$ cat config.mk
export PLATFORM = sky130hd
export DESIGN_NAME = wb_arbiter_flat
export DESIGN_NICKNAME = d
export VERILOG_FILES = /design/src/rtl/regfile_pkg.sv /design/src/rtl/wb_arbiter_if.sv /design/src/rtl/rr_arbiter2.sv /design/src/rtl/wb_arbiter.sv /design/src/flat_wrapper.sv
export SDC_FILE = /design/constraint.sdc
export NUM_CORES = 1
export LEC_CHECK = 0
export ABC_AREA = 1
export CORE_MARGIN = 2
export CORE_UTILIZATION = 43
export CTS_CLUSTER_SIZE = 30
export DETAILED_ROUTE_END_ITERATION = 8
export PLACE_DENSITY_LB_ADDON = 0.12
export SETUP_SLACK_MARGIN = 0.4
export SLEW_MARGIN = 10
export SYNTH_ARGS = -nofsm -noshare
export SYNTH_HDL_FRONTEND = slang
export SYNTH_SLANG_ARGS = --single-unit
$ cat constraint.sdc
create_clock -name clk -period 3.5 [get_ports clk]
set_input_delay 0.7 -clock clk [delete_from_list [all_inputs] [get_ports clk]]
set_output_delay 0.7 -clock clk [all_outputs]
set_load 0.05 [all_outputs]
$ cat src/rtl/regfile_pkg.sv
// regfile_pkg: shared writeback widths, request record and grant-source encoding.
// No ports; imported by the interface, the round-robin arbiter and the top.
package regfile_pkg;
    localparam int XLEN = 64;
    localparam int NREG = 32;
    localparam int REG_ADDR_W = 5;
    typedef struct packed {
        logic                  valid;
        logic [REG_ADDR_W-1:0] addr;
        logic [XLEN-1:0]       data;
    } wb_req_t;
    typedef enum logic {
        SRC_ALU = 1'b0,
        SRC_MEM = 1'b1
    } src_t;
endpackage

$ cat src/rtl/wb_arbiter_if.sv
// wb_arbiter_if: bundle of issue, busy-query, writeback-request and register-file write signals.
// master: issue/query/request producer side; slave: the arbiter (drives readies, busy flags, wb_*).
interface wb_arbiter_if #(
    parameter int XLEN = 64
);
    import regfile_pkg::*;
    logic                  issue_valid;
    logic [REG_ADDR_W-1:0] issue_rd;
    logic [REG_ADDR_W-1:0] rs1_addr;
    logic [REG_ADDR_W-1:0] rs2_addr;
    logic                  rs1_busy;
    logic                  rs2_busy;
    logic                  alu_wb_valid;
    logic [REG_ADDR_W-1:0] alu_wb_addr;
    logic [XLEN-1:0]       alu_wb_data;
    logic                  alu_wb_ready;
    logic                  mem_wb_valid;
    logic [REG_ADDR_W-1:0] mem_wb_addr;
    logic [XLEN-1:0]       mem_wb_data;
    logic                  mem_wb_ready;
    logic                  wb_en;
    logic [REG_ADDR_W-1:0] wb_addr;
    logic [XLEN-1:0]       wb_data;
    modport master (
        output issue_valid, issue_rd, rs1_addr, rs2_addr,
        output alu_wb_valid, alu_wb_addr, alu_wb_data,
        output mem_wb_valid, mem_wb_addr, mem_wb_data,
        input  rs1_busy, rs2_busy, alu_wb_ready, mem_wb_ready,
        input  wb_en, wb_addr, wb_data
    );
    modport slave (
        input  issue_valid, issue_rd, rs1_addr, rs2_addr,
        input  alu_wb_valid, alu_wb_addr, alu_wb_data,
        input  mem_wb_valid, mem_wb_addr, mem_wb_data,
        output rs1_busy, rs2_busy, alu_wb_ready, mem_wb_ready,
        output wb_en, wb_addr, wb_data
    );
endinterface

$ cat src/rtl/rr_arbiter2.sv
// rr_arbiter2: two-way round-robin grant, req[0]=ALU, req[1]=MEM.
// Ports: clk, reset (async, active-high), req[1:0], xfer (a grant was taken), gnt[1:0] (at most one high).
module rr_arbiter2
    import regfile_pkg::*;
(
    input  logic       clk,
    input  logic       reset,
    input  logic [1:0] req,
    input  logic       xfer,
    output logic [1:0] gnt
);
    src_t last_grant;
    // A lone request always wins; on a tie the source that lost last time goes first.
    always_comb begin
        gnt[0] = req[0] && (!req[1] || last_grant == SRC_MEM);
        gnt[1] = req[1] && (!req[0] || last_grant == SRC_ALU);
    end
    always_ff @(posedge clk or posedge reset) begin
        if (reset)
            last_grant <= SRC_MEM;
        else if (xfer)
            last_grant <= gnt[1] ? SRC_MEM : SRC_ALU;
    end
endmodule

$ cat src/rtl/wb_arbiter.sv
// wb_arbiter: merges ALU and load-unit writebacks onto one registered register-file write port
// and tracks pending writes in a busy scoreboard.
// Ports: clk, reset (async, active-high), bus (wb_arbiter_if.slave: issue, rs queries, two requests, wb port).
module wb_arbiter
    import regfile_pkg::*;
#(
    parameter int XLEN = 64,
    parameter int NREG = 32
) (
    input logic         clk,
    input logic         reset,
    wb_arbiter_if.slave bus
);
    logic [1:0]            gnt;
    logic                  xfer;
    logic [REG_ADDR_W-1:0] sel_addr;
    logic [XLEN-1:0]       sel_data;
    logic [NREG-1:0]       busy;
    logic [NREG-1:0]       set_mask;
    logic [NREG-1:0]       clr_mask;
    // Requests are masked during reset so neither ready can rise.
    rr_arbiter2 u_rr (
        .clk   (clk),
        .reset (reset),
        .req   ({bus.mem_wb_valid, bus.alu_wb_valid} & {2{!reset}}),
        .xfer  (xfer),
        .gnt   (gnt)
    );
    assign xfer = |gnt;
    always_comb begin
        bus.alu_wb_ready = gnt[0];
        bus.mem_wb_ready = gnt[1];
        sel_addr = gnt[1] ? bus.mem_wb_addr : bus.alu_wb_addr;
        sel_data = gnt[1] ? bus.mem_wb_data : bus.alu_wb_data;
        set_mask = (bus.issue_valid && bus.issue_rd != '0) ? NREG'(1) << bus.issue_rd : '0;
        clr_mask = bus.wb_en ? NREG'(1) << bus.wb_addr : '0;
        bus.rs1_busy = busy[bus.rs1_addr];
        bus.rs2_busy = busy[bus.rs2_addr];
    end
    // Set is applied after clear so a new producer wins over the write it races with; x0 never busy.
    always_ff @(posedge clk or posedge reset) begin
        if (reset)
            busy <= '0;
        else
            busy <= ((busy & ~clr_mask) | set_mask) & ~NREG'(1);
    end
    // Writes to x0 are accepted but never reach the register file.
    always_ff @(posedge clk or posedge reset) begin
        if (reset) begin
            bus.wb_en   <= 1'b0;
            bus.wb_addr <= '0;
            bus.wb_data <= '0;
        end else begin
            bus.wb_en <= xfer && sel_addr != '0;
            if (xfer) begin
                bus.wb_addr <= sel_addr;
                bus.wb_data <= sel_data;
            end
        end
    end
endmodule

$ cat src/flat_wrapper.sv
// flat-port wrapper written by rule: the top's interface ports become plain ports
module wb_arbiter_flat import regfile_pkg::*;
#(
    parameter int XLEN = 64,
    parameter int NREG = 32
)
  (clk, reset, bus_issue_valid, bus_issue_rd, bus_rs1_addr, bus_rs2_addr, bus_alu_wb_valid, bus_alu_wb_addr, bus_alu_wb_data, bus_mem_wb_valid, bus_mem_wb_addr, bus_mem_wb_data, bus_rs1_busy, bus_rs2_busy, bus_alu_wb_ready, bus_mem_wb_ready, bus_wb_en, bus_wb_addr, bus_wb_data);
  wb_arbiter_if #(.XLEN(XLEN)) bus_i ();
  input logic clk;
  input logic reset;
  input wire logic [$bits(bus_i.issue_valid)-1:0] bus_issue_valid;
  input wire logic [$bits(bus_i.issue_rd)-1:0] bus_issue_rd;
  input wire logic [$bits(bus_i.rs1_addr)-1:0] bus_rs1_addr;
  input wire logic [$bits(bus_i.rs2_addr)-1:0] bus_rs2_addr;
  input wire logic [$bits(bus_i.alu_wb_valid)-1:0] bus_alu_wb_valid;
  input wire logic [$bits(bus_i.alu_wb_addr)-1:0] bus_alu_wb_addr;
  input wire logic [$bits(bus_i.alu_wb_data)-1:0] bus_alu_wb_data;
  input wire logic [$bits(bus_i.mem_wb_valid)-1:0] bus_mem_wb_valid;
  input wire logic [$bits(bus_i.mem_wb_addr)-1:0] bus_mem_wb_addr;
  input wire logic [$bits(bus_i.mem_wb_data)-1:0] bus_mem_wb_data;
  output wire logic [$bits(bus_i.rs1_busy)-1:0] bus_rs1_busy;
  output wire logic [$bits(bus_i.rs2_busy)-1:0] bus_rs2_busy;
  output wire logic [$bits(bus_i.alu_wb_ready)-1:0] bus_alu_wb_ready;
  output wire logic [$bits(bus_i.mem_wb_ready)-1:0] bus_mem_wb_ready;
  output wire logic [$bits(bus_i.wb_en)-1:0] bus_wb_en;
  output wire logic [$bits(bus_i.wb_addr)-1:0] bus_wb_addr;
  output wire logic [$bits(bus_i.wb_data)-1:0] bus_wb_data;
  assign bus_i.issue_valid = bus_issue_valid;
  assign bus_i.issue_rd = bus_issue_rd;
  assign bus_i.rs1_addr = bus_rs1_addr;
  assign bus_i.rs2_addr = bus_rs2_addr;
  assign bus_i.alu_wb_valid = bus_alu_wb_valid;
  assign bus_i.alu_wb_addr = bus_alu_wb_addr;
  assign bus_i.alu_wb_data = bus_alu_wb_data;
  assign bus_i.mem_wb_valid = bus_mem_wb_valid;
  assign bus_i.mem_wb_addr = bus_mem_wb_addr;
  assign bus_i.mem_wb_data = bus_mem_wb_data;
  assign bus_rs1_busy = bus_i.rs1_busy;
  assign bus_rs2_busy = bus_i.rs2_busy;
  assign bus_alu_wb_ready = bus_i.alu_wb_ready;
  assign bus_mem_wb_ready = bus_i.mem_wb_ready;
  assign bus_wb_en = bus_i.wb_en;
  assign bus_wb_addr = bus_i.wb_addr;
  assign bus_wb_data = bus_i.wb_data;
  wb_arbiter #(.XLEN(XLEN), .NREG(NREG)) u_core (.clk(clk), .reset(reset), .bus(bus_i));
endmodule
# Yosys cells after proc, flatten, opt, wreduce, memory -nomap -nowiden
# Cells that the tools add are included.
op_classes:
  mux: 9
  magnitude_cmp: 2
  n_reduce_logical: 12
  bitwise: 5
  shifts: 2
ops:
  columns: ["operator", "count"]
  rows:
  - ["$mux W32", 2]
  - ["$mux W64", 1]
  - ["$shl A1 B5 Y32 const A", 2]
  - ["$and A32 B32 Y32", 1]
  - ["$not A32 Y32", 1]
  - ["$or A32 B32 Y32", 1]
  - ["$lt A5 B6 Y1 const B", 2]
  - ["$bmux W1 S5", 2]
  - ["$reduce_bool A5 Y1", 2]
  - ["$mux W5", 1]
  - ["$logic_and A1 B1 Y1", 4]
  - ["$logic_not A1 Y1", 3]
  - ["$mux W1", 3]
  - ["$and A2 B2 Y2", 1]
  - ["$logic_or A1 B1 Y1", 2]
  - ["$reduce_or A2 Y1", 1]
  - ["$not A1 Y1", 1]
totals:
  in_bits: 158
  word_cells: 35
  register_bits: 102

# Depth between registers and ports, before layout
# Gate-level depths: netlist (run 1).
depth:
  depth_word: 8
  depth_mapped: 11
  mapped_depth_nobuf: 9

# By module
# A second synthesis (run 1) with hierarchy kept.
unflattened:
  hier_cells: 716
  hier_area_um2: 5336.4
modules_own_cells:
  columns: ["module", "cells_each", "seq_area_each_um2", "instances", "area_each_um2"]
  rows:
  - ["wb_arbiter", 706, 2527.4, 1, 5268.8]
  - ["rr_arbiter2", 10, 26.3, 1, 67.6]

# Least setup slack after synthesis (run 1)
# Ideal clock, no wire load.
synth_timing:
  kind: "input to output"
  start: "input port reset"
  end: "output port bus_alu_wb_ready"
  setup_slack_ps: -139
  cell_stages: 3
  arrival_time_ps: 2939
  path_cell_list: "inv_2 > nand2_1 > a21oi_1"
synth_between:
  elab_chain_len: 5
synth_rtl:
  columns: ["item", "line_no", "rtl"]
  rows:
  - ["from (decl)", "flat_wrapper.sv:10", "input logic reset;"]
  - ["$logic_not A1 Y1 *", "wb_arbiter.sv:25", ".req ({bus.mem_wb_valid, bus.alu_wb_valid} & {2{!reset}}),"]
  - ["$and A2 B2 Y2 *", "wb_arbiter.sv:25", null]
  - ["$logic_not A1 Y1", "rr_arbiter2.sv:15", "gnt[0] = req[0] && (!req[1] || last_grant == SRC_MEM);"]
  - ["$logic_or A1 B1 Y1", "rr_arbiter2.sv:15", null]
  - ["$logic_and A1 B1 Y1 *", "rr_arbiter2.sv:15", null]
  - ["to (decl)", "flat_wrapper.sv:23", "output wire logic [$bits(bus_i.alu_wb_ready)-1:0] bus_alu_wb_ready;"]
# Mark *: on every way between the ends. The rest lies on a longest branch, timed or not.

# Final worst setup path (run 1)
layout_timing:
  start: "input port bus_rs1_addr[1]"
  end: "output port bus_rs1_busy"
layout_between:
  elab_chain_len: 2
layout_rtl:
  columns: ["item", "line_no", "rtl"]
  rows:
  - ["from (decl)", "flat_wrapper.sv:13", "input wire logic [$bits(bus_i.rs1_addr)-1:0] bus_rs1_addr;"]
  - ["$bmux W1 S5", "wb_arbiter.sv:37", "bus.rs1_busy = busy[bus.rs1_addr];"]
  - ["$mux W1 (not written as such)", "wb_arbiter.sv:37", null]
  - ["to (decl)", "flat_wrapper.sv:21", "output wire logic [$bits(bus_i.rs1_busy)-1:0] bus_rs1_busy;"]
# Every way passes these cells. The select of a mux whose other input is x is not followed.

==> results of run 1 <==
[worst min-delay path, stage by stage (launching register included)]
cell and delay [ns]:
dfrtp_1 0.35, o21ai_0 0.07, o21ai_0 0.06
[layout by cell type (no fill, tap or decap)]
master	instances
nand2_1	247
clkdlybuf4s50_1	226
dfrtp_1	101
nor2_1	70
o21ai_0	67
a31oi_1	64
nand3_1	55
inv_1	37
nor3_1	11
clkbuf_16	9
buf_4	7
buf_12	6
inv_2	4
o21ai_1	4
nand4_1	2
clkbuf_8	2
clkinv_2	2
clkinv_4	2
inv_4	1
nand3_2	1
nand2_4	1
or2_0	1
o211ai_1	1
nor3_2	1
o31ai_1	1
a21oi_2	1
bufinv_16	1
dlymetal6s2s_1	1
dfstp_2	1
[flip-flops by register name, summed over array words and instances, names as in the netlist]
register,cells
u_core.bus.wb_data,64
u_core.bus.wb_en,1
u_core.busy,31
u_core.u_rr.last_grant,1
u_core.bus.wb_addr,5
[worst min-delay path by stage]
stage                    from             end  slack, ns  cells after the start
5_1_grt        u_core.busy[6]  u_core.busy[6]       0.55                      2
3_5_place_dp   u_core.busy[6]  u_core.busy[6]       0.51                      2
2_1_floorplan  u_core.busy[6]  u_core.busy[6]       0.47                      2
4_1_cts        u_core.busy[6]  u_core.busy[6]       0.52                      2
3_3_place_gp   u_core.busy[6]  u_core.busy[6]       0.49                      2
6_report       u_core.busy[6]  u_core.busy[6]       0.52                      2
[synth_stat cells]
cell,instances
o211ai_1,1
nand4_1,2
nand2_1,247
nand2_2,1
o21ai_1,4
nand3_2,1
clkbuf_1,4
a21oi_1,1
nand3_1,55
buf_2,24
nor3_2,1
dfstp_2,1
nor2_1,70
buf_4,8
nor3_1,11
inv_2,5
inv_1,37
buf_6,4
o21ai_0,67
dfrtp_1,101
or2_0,1
a31oi_1,64
o31ai_1,1
[power by group through the flow]
stage | Combinational [W] | Clock [W] | Sequential, W
floorplan | 0.000609 | 0 | 0.00209
global placement | 0.00165 | 0 | 0.00177
detailed placement | 0.00166 | 0 | 0.00178
CTS | 0.00167 | 0.00105 | 0.00176
global route | 0.00181 | 0.00109 | 0.00180
finish | 0.00166 | 0.00103 | 0.00176
[logic make-up after synthesis]
| group | count (synthesis) | share of synthesized area (%) |
|---|---|---|
| AOI/OAI and AO/OA | 138 | 14.66 |
| buffers and inverters | 82 | 7.518 |
| DFF | 102 | 48.25 |
| and+or+nand+nor | 389 | 29.57 |
[final cells by class]
class                      instances  share of cell area (%)
inverter                          42                   2.001
multi-input combinational        527                   29.35
sequential                       102                   31.90
clock inverter                     5                  0.7190
clock buffer                      11                   3.157
timing repair buffer             240                   30.57
tap                              147                   2.298
[stage by stage]
stage               setup slack (ns)  hold slack (ns)  power [W]
detailed placement            0.5187           0.5089   0.003443
global placement              0.5214           0.4868   0.003423
global route                  0.4258           0.5496   0.004696
finish                        0.5826           0.5173   0.004463
floorplan                     0.6573           0.4695   0.002695
CTS                           0.5322           0.5229   0.004473
[metal layers]
| layer | track usage, % | share of wire, % | wire length, um |
|---|---|---|---|
| met5 | 0 | 0 | 0 |
| met2 | 48.12 | 50 | 9079 |
| met4 | 10.28 | 2.9 | 525 |
| met1 | 35.62 | 40 | 7269 |
| met3 | 6.747 | 7.9 | 1454 |
==> flow_summary_export.csv, run 1 <==
group,metric,value,unit
synth,synth.distinct_cells,23,
setup_path,cp_top_family,"buffers and inverters",
sta,setup_viol,0,
setup_path,cp_max_fo,9,
setup_path,rrSetupSlack,1.56,ns
clock_tree,cts_buffers,9,
setup_path,worstPathRequired,2.80,ns
setup_path,path_cells,"clkdlybuf4s50_1, inv_1, nand3_1, nand3_1, nand2_1, nand2_1, nand2_1, nand2_1, nand2_1, buf_12",
pwr,p_switching,0.001750,W
global_routing,grt_max_degree,74,
cells_and_area,synthToLayoutAreaGrowth,51.25,%
setup_path,reg2reg_depth,8,
clock_tree,post_cts_buffers,0,
placed_design,dp.cells,1058,
drt,drc,0,
cells_and_area,final_cells,1074,
drt,viasPerCell,5.376,
synth,netlist.top_cell.by_area,"dfrtp_1",
pwr,clkPwrFrac,23.2,%
clock_tree,htree_levels,3,
setup_path,path_class,"in2out",
clock_tree,clkTransAtPathRegs,0.06,ns
drt,wl_per_cell,17.07,um
synth,netlist_top_cells_area,"dfrtp_1 48%, nand2_1 18%, a31oi_1 7.6%",
run,maxCapViolCount,0,
setup_path,cpPeakStageDelay,0.65,ns
pwr,leakage,3.459,nW
cells_and_area,layout-drive-gt1-share,4.207,%
sta,fin_skew,0.008696,ns
clock_tree,cts_resized,0,
setup_path,reg2reg_to,"u_core.bus.wb_en",
sta,rsz0062_at_grt,"false",
pwr,power_density,557.5,nW/um2
cells_and_area,n_antenna_cell,0,
pwr,vdd_drop_max,0.0002546,V
clock_tree,ctsRootBufferMaster,"clkbuf_16",
synth,synth_top_area_share,47.75,%
global_routing,grt_pass1_vias,5713,
sta,tightest_slew,0.7871,ns
sta,fmax,342.8,MHz
setup_path,critPathBufInv,3,
setup_path,start_kind,"primary input",
placed_design,routabilityCongestion,0.9798,
synth,synthCells,711,
setup_path,cpMostUsedCell,"nand2_1",
setup_path,crit_end,"bus_rs1_busy",
sta,slew_viol_final,0,
floorplan,start_util,44.06,%
setup_path,reg2reg_from,"u_core.u_rr.last_grant",
drt,ant_nets,0,
cells_and_area,postLayoutCoreUtil,66.65,%
setup_path,worstPathArrival,2.22,ns
pwr,switching_share,39.21,%
setup_path,crit_slowest_cell,"clkdlybuf4s50_1",
cells_and_area,nFillCells,1007,
setup_path,startpoint,"bus_rs1_addr[1]",
pwr,p_seq_share,39.5,%
setup_path,endpoint_kind,"output pin",
cells_and_area,multiInputGateArea,2350,um2
cells_and_area,fin_area,8005,um2
synth,syn_area,5293,um2
clock_tree,cts.path.max_buffers,2,
floorplan,fp.dieW,114.9,um
sta,period_share,83.35,%
clock_tree,ctsHoldBuffers,0,
status,outcome,"finished, final reports clean",
clock_tree,insertion_delay,0.35,ns
synth,synth_nets,869,
pwr,p_comb_share,37.3,%
drt,vias,5774,
sta,tns,0,ns
clock_tree,tritoncts,"built",
sta,relSlewSlack,47.53,%
global_routing,grt_pass1_wl,29140,um
global_routing,antenna_found_initial,0,
sta,final-hold-violation-count,0,
global_routing,overflow,0,
floorplan,io-pin-count,232,
placed_design,dp_hpwl,13960,um
floorplan,die_height,114.9,um
drt,dr.pass1.iters,5,
synth,synth_area_per_cell,7.444,um2
floorplan,dieArea,13210,um2
floorplan,rows,40,
global_routing,track_usage,28.42,%
drt,drt-total-wl,18330,um
synth,synth_warnings,0,
cells_and_area,seq_area,2554,um2
sta,final.min_clock_period,2.917,ns
setup_path,crit_cells,10,
drt,drt-initial-drc-count,532,
clock_tree,cts_num_sinks,102,
placed_design,dpl_cell_area,7692,um2
pwr,power.internal,0.002713,W
hold_path,hp-class,"reg2reg",
floorplan,core,12010,um2
cells_and_area,final_nets,1080,
synth,yosysSeqAreaShare,48.25,%
placed_design,port_buffers,231,
synth,synth-seq-cells,102,
(Power assumes the default switching activity.)
==> run 2: changes to the inputs <==
Clock period 3.5 ns to 2.9 ns, I/O delays scaled along.
==> run 2 against run 1 <==
Net effect:
- combinational power grew 22%
- worst setup slack got worse by 0.11 ns
- total power rose by 22%
- clock power rose by 25%
- flip-flop and latch count is the same
- sequential power is 23% higher
- highest routed layer unchanged
==> flow_summary_export.csv, run 2 (synthesized netlist as in run 1, its figures left out) <==
group,metric,value,unit
status,outcome,"finished, final reports clean",
floorplan,core,12010,um2
hold_path,hp-class,"reg2reg",
placed_design,place_ws,0.2939,ns
pwr,power_density,674.4,nW/um2
placed_design,dp_hpwl,13850,um
cells_and_area,layout-drive-gt1-share,4.721,%
pwr,clkPwrFrac,23.6,%
global_routing,grt_pass1_wl,29040,um
drt,dr_wl_met2,8776,um
cells_and_area,top_register,"u_core.bus.wb_data",
setup_path,cp_top_family,"buffers and inverters",
hold_path,hold_depth,2,
sta,tightest_slew,0.9873,ns
setup_path,worstPathRequired,2.32,ns
cells_and_area,final_cell_mix,"247 x nand2_1, 221 x clkdlybuf4s50_1, 101 x dfrtp_1",
drt,drt-initial-drc-count,439,
drt,wl_met3,1528,um
hold_path,min-delay-start,"u_core.busy[5]",
pwr,power,0.005463,W
global_routing,antenna_found_initial,0,
floorplan,die_height,114.9,um
clock_tree,clkTransAtPathRegs,0.06,ns
clock_tree,htree_levels,3,
sta,fmax,411.8,MHz
setup_path,reg2reg_from,"u_core.u_rr.last_grant",
cells_and_area,synthToLayoutAreaGrowth,53.07,%
global_routing,overflow,0,
setup_path,start_kind,"primary input",
sta,final-hold-violation-count,0,
drt,viasPerCell,5.399,
setup_path,rrSetupSlack,1.36,ns
cells_and_area,final_nets,1085,
drt,drt-total-wl,18290,um
drt,drc,0,
clock_tree,cts.path.max_buffers,2,
cells_and_area,largest_register_ffs,64,
floorplan,start_util,44.06,%
sta,fin_skew,0.007474,ns
sta,final.min_clock_period,2.429,ns
setup_path,reg2reg_to,"u_core.bus.wb_data[8]",
drt,vias,5825,
clock_tree,ctsRootBufferMaster,"clkbuf_16",
sta,period_share,83.75,%
sta,slew_viol_final,0,
cells_and_area,n_antenna_cell,0,
global_routing,grt_pass1_vias,5874,
setup_path,path_cells,"clkdlybuf4s50_1, bufinv_8, nand2_1, a21oi_4, buf_12",
clock_tree,post_cts_buffers,0,
sta,rsz0062_at_grt,"false",
setup_path,critPathBufInv,3,
floorplan,io-pin-count,232,
floorplan,rows,40,
sta,relSlewSlack,34.18,%
setup_path,reg2reg_depth,5,
drt,top_layer_used,"met4",
pwr,p_comb_share,37.0,%
clock_tree,insertion_delay,0.35,ns
global_routing,track_usage,28.41,%
setup_path,cpPeakStageDelay,0.40,ns
pwr,vdd_drop_max,0.0003591,V
global_routing,grt_max_degree,80,
run,maxCapViolCount,0,
drt,ant_nets,0,
drt,met1_length,7390,um
cells_and_area,layout_commonest_cell,"nand2_1",
setup_path,crit_cells,5,
clock_tree,ctsHoldBuffers,0,
sta,tns,0,ns
sta,setup_viol,0,
drt,wl_per_cell,16.95,um
clock_tree,tritoncts,"built",
placed_design,port_buffers,231,
pwr,p_seq_share,39.4,%
pwr,p_switching,0.002140,W
floorplan,dieArea,13210,um2
clock_tree,cts_num_sinks,102,
clock_tree,cts_buffers,9,
pwr,switching_share,39.16,%
setup_path,endpoint_kind,"output pin",
setup_path,worstPathArrival,1.85,ns
hold_path,hold_end,"u_core.busy[5]",
setup_path,cp_max_fo,27,
floorplan,fp.dieW,114.9,um
placed_design,routabilityCongestion,0.9473,
cells_and_area,top_regs,"u_core.bus.wb_data x64, u_core.busy x31, u_core.bus.wb_addr x5",
sta,worst_slack,0.4714,ns
setup_path,path_class,"in2out",
drt,dr.pass1.iters,7,
pwr,leakage,3.525,nW
pwr,power.internal,0.003324,W
setup_path,crit_slowest_cell,"clkdlybuf4s50_1",
## run 2: cell types whose count changed in the layout (fill, tap and decap cells not counted), moves of 2 or more
cell and delta:
buf_6 +4, clkdlybuf4s50_1 -5, inv_4 +2, dlygate4sd2_1 +2, clkbuf_1 +2, clkbuf_8 -2
inv_1 -2, dlymetal6s2s_1 +3
## run 2: power groups by stage
stage / Sequential [W] / Clock (W) / Combinational, W
floorplan: 0.00252 / 0 / 0.000735
global placement: 0.00216 / 0 / 0.00198
detailed placement: 0.00216 / 0 / 0.00200
CTS: 0.00214 / 0.00131 / 0.00202
global route: 0.00219 / 0.00137 / 0.00219
finish: 0.00216 / 0.00129 / 0.00202
## run 2: worst max path at each step
stage	startpoint	to	slack [ns]
6_report	reset	bus_alu_wb_ready	0.47
3_5_place_dp	bus_rs2_addr[0]	bus_rs2_busy	0.29
4_1_cts	bus_rs1_addr[1]	bus_rs1_busy	0.42
2_1_floorplan	reset	bus_alu_wb_ready	0.52
3_3_place_gp	bus_rs2_addr[0]	bus_rs2_busy	0.32
5_1_grt	reset	bus_alu_wb_ready	0.42
## run 2: metal layers
metal | up-vias | GRT usage (%)
li1 | 2782 | -
met1 | 2719 | 34.35
met2 | 271 | 47.73
met3 | 53 | 8.013
met4 | 0 | 12.05
met5 | - | 0
## run 2: final cells by class
cell class / instances / area, um2
fillers: 1021 / 3910
clock buffers: 11 / 232.7
well taps: 147 / 183.9
repair buffers: 245 / 2505
flip-flops and latches: 102 / 2554
clock inverters: 5 / 82.58
inverters: 42 / 178.9
multi-input cells: 527 / 2365
## run 2: per-stage QoR
step / instances / hold slack (ns) / util (%) / instance area (um2)
after floorplan: 711 / 0.4695 / - / 5301
after global placement: 1062 / 0.4872 / 64.31 / 7725
after detailed placement: 1062 / 0.5009 / 64.31 / 7725
after CTS: 1079 / 0.5153 / 67.24 / 8077
after global routing: 1079 / 0.5560 / 67.45 / 8102
final: 1079 / 0.5160 / 67.45 / 8102
## run 2: repair_timing
item                       CTS  global route
setup endpoints to repair    3             3
pin swaps                    0             0
cloned                       1             0
gates resized for setup     10             9
## run 2: worst min-delay path, delay by kind of cell (launching register included)
kind,cells,cell delay [ns]
AO/OA/AOI/OAI,2,0.14
flip-flops,1,0.34
